## config.mk

```make
export PLATFORM = sky130hd
export DESIGN_NAME = exec_sequencer
export DESIGN_NICKNAME = d
export VERILOG_FILES = /design/src/rtl/arc_pkg.sv /design/src/rtl/mem_wait_timer.sv /design/src/rtl/exec_sequencer.sv
export SDC_FILE = /design/constraint.sdc
export NUM_CORES = 1
export LEC_CHECK = 0
export ABC_AREA = 1
export CAP_MARGIN = 20
export CORE_MARGIN = 2
export CORE_UTILIZATION = 49
export DETAILED_ROUTE_END_ITERATION = 8
export GPL_TIMING_DRIVEN = 0
export PLACE_DENSITY = 0.8
export SYNTH_ARGS = -nofsm -noshare
export SYNTH_HDL_FRONTEND = slang
export SYNTH_SLANG_ARGS = --single-unit
```

## constraint.sdc

```tcl
create_clock -name clk -period 1.8 [get_ports clk]
set_input_delay 0.36 -clock clk [delete_from_list [all_inputs] [get_ports clk]]
set_output_delay 0.36 -clock clk [all_outputs]
set_load 0.005 [all_outputs]
```

## src/rtl/arc_pkg.sv

```systemverilog
// arc_pkg: shared state encoding, halt opcode and default sizes for the instruction sequencer
package arc_pkg;
  typedef enum logic [2:0] {S_IDLE, S_FETCH, S_EXEC, S_MEM, S_WB, S_HALT} state_t;
  localparam logic [6:0] OP_HALT = 7'h7f;
  localparam int DATA_W_DEF = 8;
  localparam int ADDR_W_DEF = 8;
  localparam int TIMEOUT_DEF = 15;
endpackage

```

## src/rtl/mem_wait_timer.sv

```systemverilog
// mem_wait_timer: counts cycles spent waiting on data memory, flags the last allowed one
module mem_wait_timer
  import arc_pkg::*;
#(
  parameter int TIMEOUT = TIMEOUT_DEF
) (
  input  logic clk,
  input  logic rst_n,
  input  logic clear,
  input  logic enable,
  output logic expired
);
  localparam int CW = $clog2(TIMEOUT + 1);
  logic [CW-1:0] cnt;
  always_ff @(posedge clk or negedge rst_n)
    if (!rst_n) cnt <= '0;
    else if (clear) cnt <= '0;
    else if (enable && !expired) cnt <= cnt + 1'b1;
  // expired is high during the TIMEOUT-th waiting cycle, so the wait never exceeds TIMEOUT cycles
  assign expired = enable && (cnt == CW'(TIMEOUT - 1));
endmodule

```

## src/rtl/exec_sequencer.sv

```systemverilog
// exec_sequencer: fetch/execute/memory/writeback sequencer that drives register, flag and data-memory strobes
module exec_sequencer
  import arc_pkg::*;
#(
  parameter int DATA_W  = DATA_W_DEF,
  parameter int ADDR_W  = ADDR_W_DEF,
  parameter int TIMEOUT = TIMEOUT_DEF
) (
  input  logic              clk,
  input  logic              rst_n,
  input  logic              run,
  input  logic [6+DATA_W:0] imem_data,
  input  logic              loadA_req,
  input  logic              loadB_req,
  input  logic              mem_read_req,
  input  logic              mem_write_req,
  input  logic              pc_load_req,
  output logic [6:0]        opcode,
  output logic [DATA_W-1:0] literal,
  output logic [ADDR_W-1:0] pc,
  output logic              loadA,
  output logic              loadB,
  output logic              flags_en,
  output logic              dmem_req,
  output logic              dmem_we,
  input  logic              dmem_ack,
  output logic              busy,
  output logic              halted,
  output logic              err,
  output logic [15:0]       retired
);
  state_t state, nxt;
  logic mem_any, mem_bad, is_halt, expired, wen, retire;
  assign mem_any = mem_read_req | mem_write_req;
  assign mem_bad = mem_read_req & mem_write_req;
  assign is_halt = opcode == OP_HALT;
  mem_wait_timer #(.TIMEOUT(TIMEOUT)) u_timer (
    .clk    (clk),
    .rst_n  (rst_n),
    .clear  (state != S_MEM),
    .enable (state == S_MEM),
    .expired(expired)
  );
  always_ff @(posedge clk or negedge rst_n)
    if (!rst_n) state <= S_IDLE;
    else state <= nxt;
  always_comb begin
    nxt = state;
    case (state)
      S_IDLE:  nxt = run ? S_FETCH : S_IDLE;
      S_FETCH: nxt = S_EXEC;
      S_EXEC:  nxt = (is_halt || mem_bad) ? S_HALT : mem_any ? S_MEM : run ? S_FETCH : S_IDLE;
      S_MEM:   nxt = dmem_ack ? (dmem_we ? (run ? S_FETCH : S_IDLE) : S_WB) : expired ? S_HALT : S_MEM;
      S_WB:    nxt = run ? S_FETCH : S_IDLE;
      default: nxt = S_HALT;
    endcase
  end
  // jumps commit only the pc, so they leave the flags untouched
  always_comb begin
    wen      = (state == S_EXEC && !is_halt && !mem_any) || state == S_WB;
    loadA    = wen & loadA_req;
    loadB    = wen & loadB_req;
    flags_en = wen & ~pc_load_req;
    dmem_req = state == S_MEM;
    retire   = wen || (dmem_req && dmem_ack && dmem_we);
    busy     = state != S_IDLE && state != S_HALT;
    halted   = state == S_HALT;
  end
  always_ff @(posedge clk or negedge rst_n)
    if (!rst_n) begin
      opcode  <= '0;
      literal <= '0;
      pc      <= '0;
      retired <= '0;
      err     <= 1'b0;
      dmem_we <= 1'b0;
    end else begin
      if (state == S_FETCH) {opcode, literal} <= imem_data;
      if (retire) begin
        pc      <= pc_load_req ? ADDR_W'(literal) : pc + 1'b1;
        retired <= retired + 1'b1;
      end
      if (state == S_EXEC && nxt == S_MEM) dmem_we <= mem_write_req;
      if ((state == S_EXEC && !is_halt && mem_bad) || (dmem_req && !dmem_ack && expired)) err <= 1'b1;
    end
endmodule

```

# Word level (Yosys, flattened, before mapping)
# Index checks and enable logic that the tools add are counted.
[word_totals]
inputBits = 24
elab_cells = 60
reg_bits = 48
out_inout_bits = 47
[op_classes]
addsub = 3
eq_ne = 10
n_reduce_logical = 23
mux = 10
n_bitwise = 6
[op_table]
columns = ["operator", "n"]
rows = [
  ["$add A16 B1 Y16 const B", 1],
  ["$mux W3", 5],
  ["$pmux W3 S4", 1],
  ["$logic_and A1 B1 Y1", 11],
  ["$eq A3 B2 Y1 const B", 3],
  ["$add A8 B1 Y8 const B", 1],
  ["$mux W4", 2],
  ["$mux W8", 1],
  ["$eq A7 B7 Y1 const B", 1],
  ["$eq A3 B3 Y1 const B", 2],
  ["$add A4 B1 Y4 const B", 1],
  ["$and A1 B1 Y1", 4],
  ["$eq A4 B4 Y1 const B", 1],
  ["$logic_not A1 Y1", 4],
  ["$logic_or A1 B1 Y1", 4],
  ["$eq A3 B1 Y1 const B", 1],
  ["$logic_not A3 Y1", 1],
  ["$ne A3 B2 Y1 const B", 1],
  ["$ne A3 B3 Y1 const B", 1],
  ["$reduce_bool A3 Y1", 1],
  ["$reduce_bool A2 Y1", 1],
  ["$reduce_or A2 Y1", 1],
  ["$mux W1", 1],
  ["$not A1 Y1", 1],
  ["$or A1 B1 Y1", 1],
]

# Depth between registers and ports, before layout
[logic_depth]
depth_word = 7
ltp_mapped = 9
mapped_depth_nobuf = 9

# Cells and area by module
# A second synthesis with hierarchy kept.
[unflattened]
cells_unflattened = 359
area_unflattened_um2 = 2773.9
[modules_own_cells]
columns = ["module", "n_inst", "seq_area_each_um2", "cells_per_inst", "area_per_inst_um2"]
rows = [
  ["exec_sequencer", 1, 1101.1, 326, 2521.2],
  ["mem_wait_timer", 1, 100.1, 33, 252.7],
]

# Worst setup path before layout
# Ideal clock, no wire load.
[synth_timing]
path_type = "register -> output"
startpoint = "reg state[2]"
endpoint = "out flags_en"
required_ns = 1.440
n_path_buf = 0
path_stages_with_launch = 8
setup_slack_ns = 0.283
arrival_ns = 1.157
path_cell_list = "dfrtp_1 -> inv_2 -> nand2_1 -> nor2_2 -> nand3_4 -> nand2_1 -> inv_1 -> nor2_1"
[synth_via]
elab_chain_cells = 5
elab_cells_between_ends = 6
classes_between = "eq/ne (2); bitwise (1); reduce/logical (3)"
[synth_lines]
columns = ["element", "line", "text"]
rows = [
  ["from (decl)", "exec_sequencer.sv:32", "state_t state, nxt;"],
  ["from (signal assigned)", "exec_sequencer.sv:46", "else state <= nxt;"],
  ["$eq A3 B2 Y1", "exec_sequencer.sv:60", "wen = (state == S_EXEC && !is_halt && !mem_any) || state == S_WB;"],
  ["$logic_and A1 B1 Y1 (2 in series)", "exec_sequencer.sv:60", ""],
  ["$logic_or A1 B1 Y1 (*)", "exec_sequencer.sv:60", ""],
  ["$and A1 B1 Y1 (*)", "exec_sequencer.sv:63", "flags_en = wen & ~pc_load_req;"],
  ["to (decl)", "exec_sequencer.sv:23", "output logic flags_en,"],
]
# Mark *: on every way between the ends. The rest lies on a longest branch, timed or not.

# Worst setup path after layout
[layout_timing]
startpoint = "reg state[1]"
endpoint = "out flags_en"
# The elaborated chain is that of the path after synthesis.

==> qor.txt <==
Status = finished, violations left
Failing checks = negative setup slack
R2R setup slack = 0.24 ns
Period utilization = 102.3%
Worst ir drop on vdd = 1.001 mV
Switching Share = 35.66%
# clock sinks = 48
Tmin final = 1.841 ns
Routed vias = 2,670
Nets = 469
Worst slew margin = 65.59%
Dpl cells = 482
Finish-stage setup viols = 2
Area leader, netlist = dfrtp_1
CTS tree = built
DRC violations left = 0
H-Tree Level Count = 2
DR vias/cell = 5.195
WS Path Type = reg2out
Post-synthesis mux area share = 5.389%
Register area share after synthesis = 44.22%
Internal = 3.264 mW
Worst R2R End = opcode[1]
Area of the die = 6155 µm²
R2R depth = 6
Iter 0 DRT Violations = 182
Maximum clock frequency = 0.5431 GHz
Fin Clk Skew = 0.009504 ns
PwrDens = 1322 nW/µm²
Adder-cell share of the synthesized area = 1.842%
Hold Fails Final Rpt = 0
Synth top area share = 44.22%
Setup ws final = -0.04130 ns
Comb power frac = 49.3%
Gr usage total = 23.25%
Final Wtd Congestion = 0.8377
Xor/xnor share of the synthesized area = 3.224%
Hold Crit Class = in2async
Clk pwr share = 15.7%
ANT cells = 0
Initial Util = 49.94%
RSZ-0062 raised after global routing = yes
First-pass GRT wire length = 11,510 µm
Hold_buf cts = 0
Mean area per synthesized cell = 7.989 µm²
Cell variety after synth = 26
Routed WL = 6904 µm
Post-Syn Area = 2716 µm²
CTS max path bufs = 2
Register share of total power = 35.0%
Post-synthesis simple-gate area fraction = 36.62%
Leak = 1.798 nW
Pre-antenna DRT Iters = 4
CP Launch Type = register
Die Width = 78.46 µm
Main combinational cell family by area after synthesis = simple AND/OR/NAND/NOR gates
Layout Cells excl Fill = 514
CP arrival = 1.48 ns
CP endpoint = flags_en
Worst hold margin = 0.008382 ns
IO Pins = 71
Crit end category = primary output
Crit-path max FO = 7
Flop and latch count out of synthesis = 48
Root Buffer Master = clkbuf_8
Synth Area in Compound Gates = 3.270%
Vias in the first global route = 2,553
CP required = 1.44 ns
Crit path launch = state[1]
Row Count = 27
Largest net degree at the start of global routing = 29
Synth Warn # = 0
Share of layout cells above drive strength 1 = 18.78%
Maximum Capacitance Violations = 0
Slew @ Worst Pin = 0.5161 ns
CTS clk-pin slew, worst paths = 0.10 ns
Worst-Skew Late Latency = 0.32 ns
Area grow syn2layout = 41.32%
Worst r2r src = state[2]
DIE HEIGHT = 78.46 µm
Post-DP HPWL = 4529 µm
Drt wl/cell = 13.43 µm
I/O Buffers = 69
Syn Nets = 368
Grt total ovfl = 0
Sw Pwr = 1.809 mW
Cell count after synthesis = 340
ANT nets after route = 0
Count of final max-slew check failures = 0
Core area = 5439 µm²
Top cells by area, synth = dfrtp_1 (44%), nand2_1 (17%), nand4_1 (6.7%)
Num CTS Buffers = 5
Initial antenna violation count = 0
==> timing repair <==
action                     4_1_cts  5_1_grt
hold endpoints to repair         0        0
setup endpoints to repair        6        5
buffers inserted                17        7
pin swaps                        7        5
resized for setup               30       11
==> how the worst min path moves through the flow <==
stage | depth (start not counted) | endpoint | slack (ns) | startpoint
after global routing | 1 | state[1] | 0.03 | rst_n
after CTS | 1 | state[1] | 0.03 | rst_n
final | 1 | state[1] | 0.008 | rst_n
after detailed placement | 1 | pc[6] | 0.36 | rst_n
after global placement | 1 | err | 0.46 | err
after floorplan | 0 | dmem_we | 0.06 | rst_n
==> cell usage after synthesis, drive strengths merged <==
library cell and number:
or2 2, a21oi 5, nor3 1, xor2 4, buf 9, inv 23
a211oi 1, o31ai 1, nand3b 2, nand3 24, clkbuf 1, mux2 13
a31oi 1, nand4 29, o21bai 1, nor2 34, xnor2 6, dfrtp 48
nand2 124, ha 4, o21ai 7
==> power by group through the flow <==
stage / combinational (mW) / sequential (mW) / clock (mW)
detailed placement: 2.05 / 1.81 / 0
CTS: 2.35 / 1.76 / 0.794
finish: 2.50 / 1.77 / 0.797
global route: 2.74 / 1.84 / 0.847
global placement: 2.01 / 1.79 / 0
floorplan: 1.06 / 1.78 / 0
==> kinds of logic after synthesis <==
group | Yosys count
simple gates | 216
flops | 48
buf+inv | 33
compound gates | 16
mux | 13
xor+xnor | 10
fa+ha+maj | 4
==> layout by cell type (no fill, tap or decap), types with 3 or more instances in the layout <==
| cell | netlist | final |
|---|---|---|
| nand3_4 | 5 | 5 |
| nor2_1 | 33 | 27 |
| nand3_1 | 19 | 19 |
| dfrtp_1 | 48 | 47 |
| buf_4 | 0 | 21 |
| buf_6 | 2 | 5 |
| nor2_4 | 0 | 3 |
| xor2_1 | 4 | 4 |
| buf_2 | 7 | 11 |
| ha_1 | 4 | 4 |
| a21oi_1 | 5 | 4 |
| o21ai_0 | 7 | 7 |
| nor2_2 | 1 | 4 |
| clkbuf_8 | 0 | 5 |
| mux2_2 | 13 | 13 |
| nand2_1 | 123 | 120 |
| dlygate4sd2_1 | 0 | 4 |
| xnor2_1 | 6 | 6 |
| clkdlybuf4s50_1 | 0 | 60 |
| nand2_2 | 1 | 3 |
| nand4_1 | 29 | 29 |
| inv_1 | 21 | 19 |
==> stage by stage <==
stage | setup WS, ns | cell area (µm²) | util [%] | total power [mW] | TNS (ns)
after global placement | -1.041 | 3497 | 64.30 | 3.803 | -51.56
after floorplan | 0.2828 | 2716 | - | 2.840 | 0
final | -0.04130 | 3839 | 70.58 | 5.073 | -0.04882
after CTS | -0.08492 | 3775 | 69.40 | 4.909 | -0.1008
after detailed placement | -0.6129 | 3512 | 64.57 | 3.857 | -1.763
after global routing | -0.1094 | 3839 | 70.58 | 5.425 | -0.3086
==> layout make-up <==
cell class,instances,area (µm²)
inverters,23,91.34
clock inverters,2,35.03
flip-flops and latches,48,1202
multi-input cells,259,1414
plain buffers,10,61.31
well taps,72,90.09
fillers,420,1600
repair buffers,94,872.1
clock buffers,6,72.57
==> sequential cells by signal, indices dropped and copies added (netlist names) <==
name	flops
dmem_we	1
u_timer.cnt	4
state	3
retired	16
literal	8
pc	8
opcode	7
err	1
==> per-layer routing <==
layer  vias to the layer above  routed length [µm]  GRT usage, %
li1                       1325                   -             -
met1                      1245                2810         29.42
met2                        89                3493         39.22
met3                        11                 467         5.517
met4                         0                 133         7.719
met5                         -                   0             0
==> critical path: stages, from the launching register on <==
cell     delay [ns]
dfrtp_1        0.42
buf_4          0.15
nor2_4         0.15
nand2_4        0.10
nand2_2        0.07
inv_2          0.05
nor2_1         0.08
buf_2          0.14
Note: power is estimated with default switching activity, not from simulation.
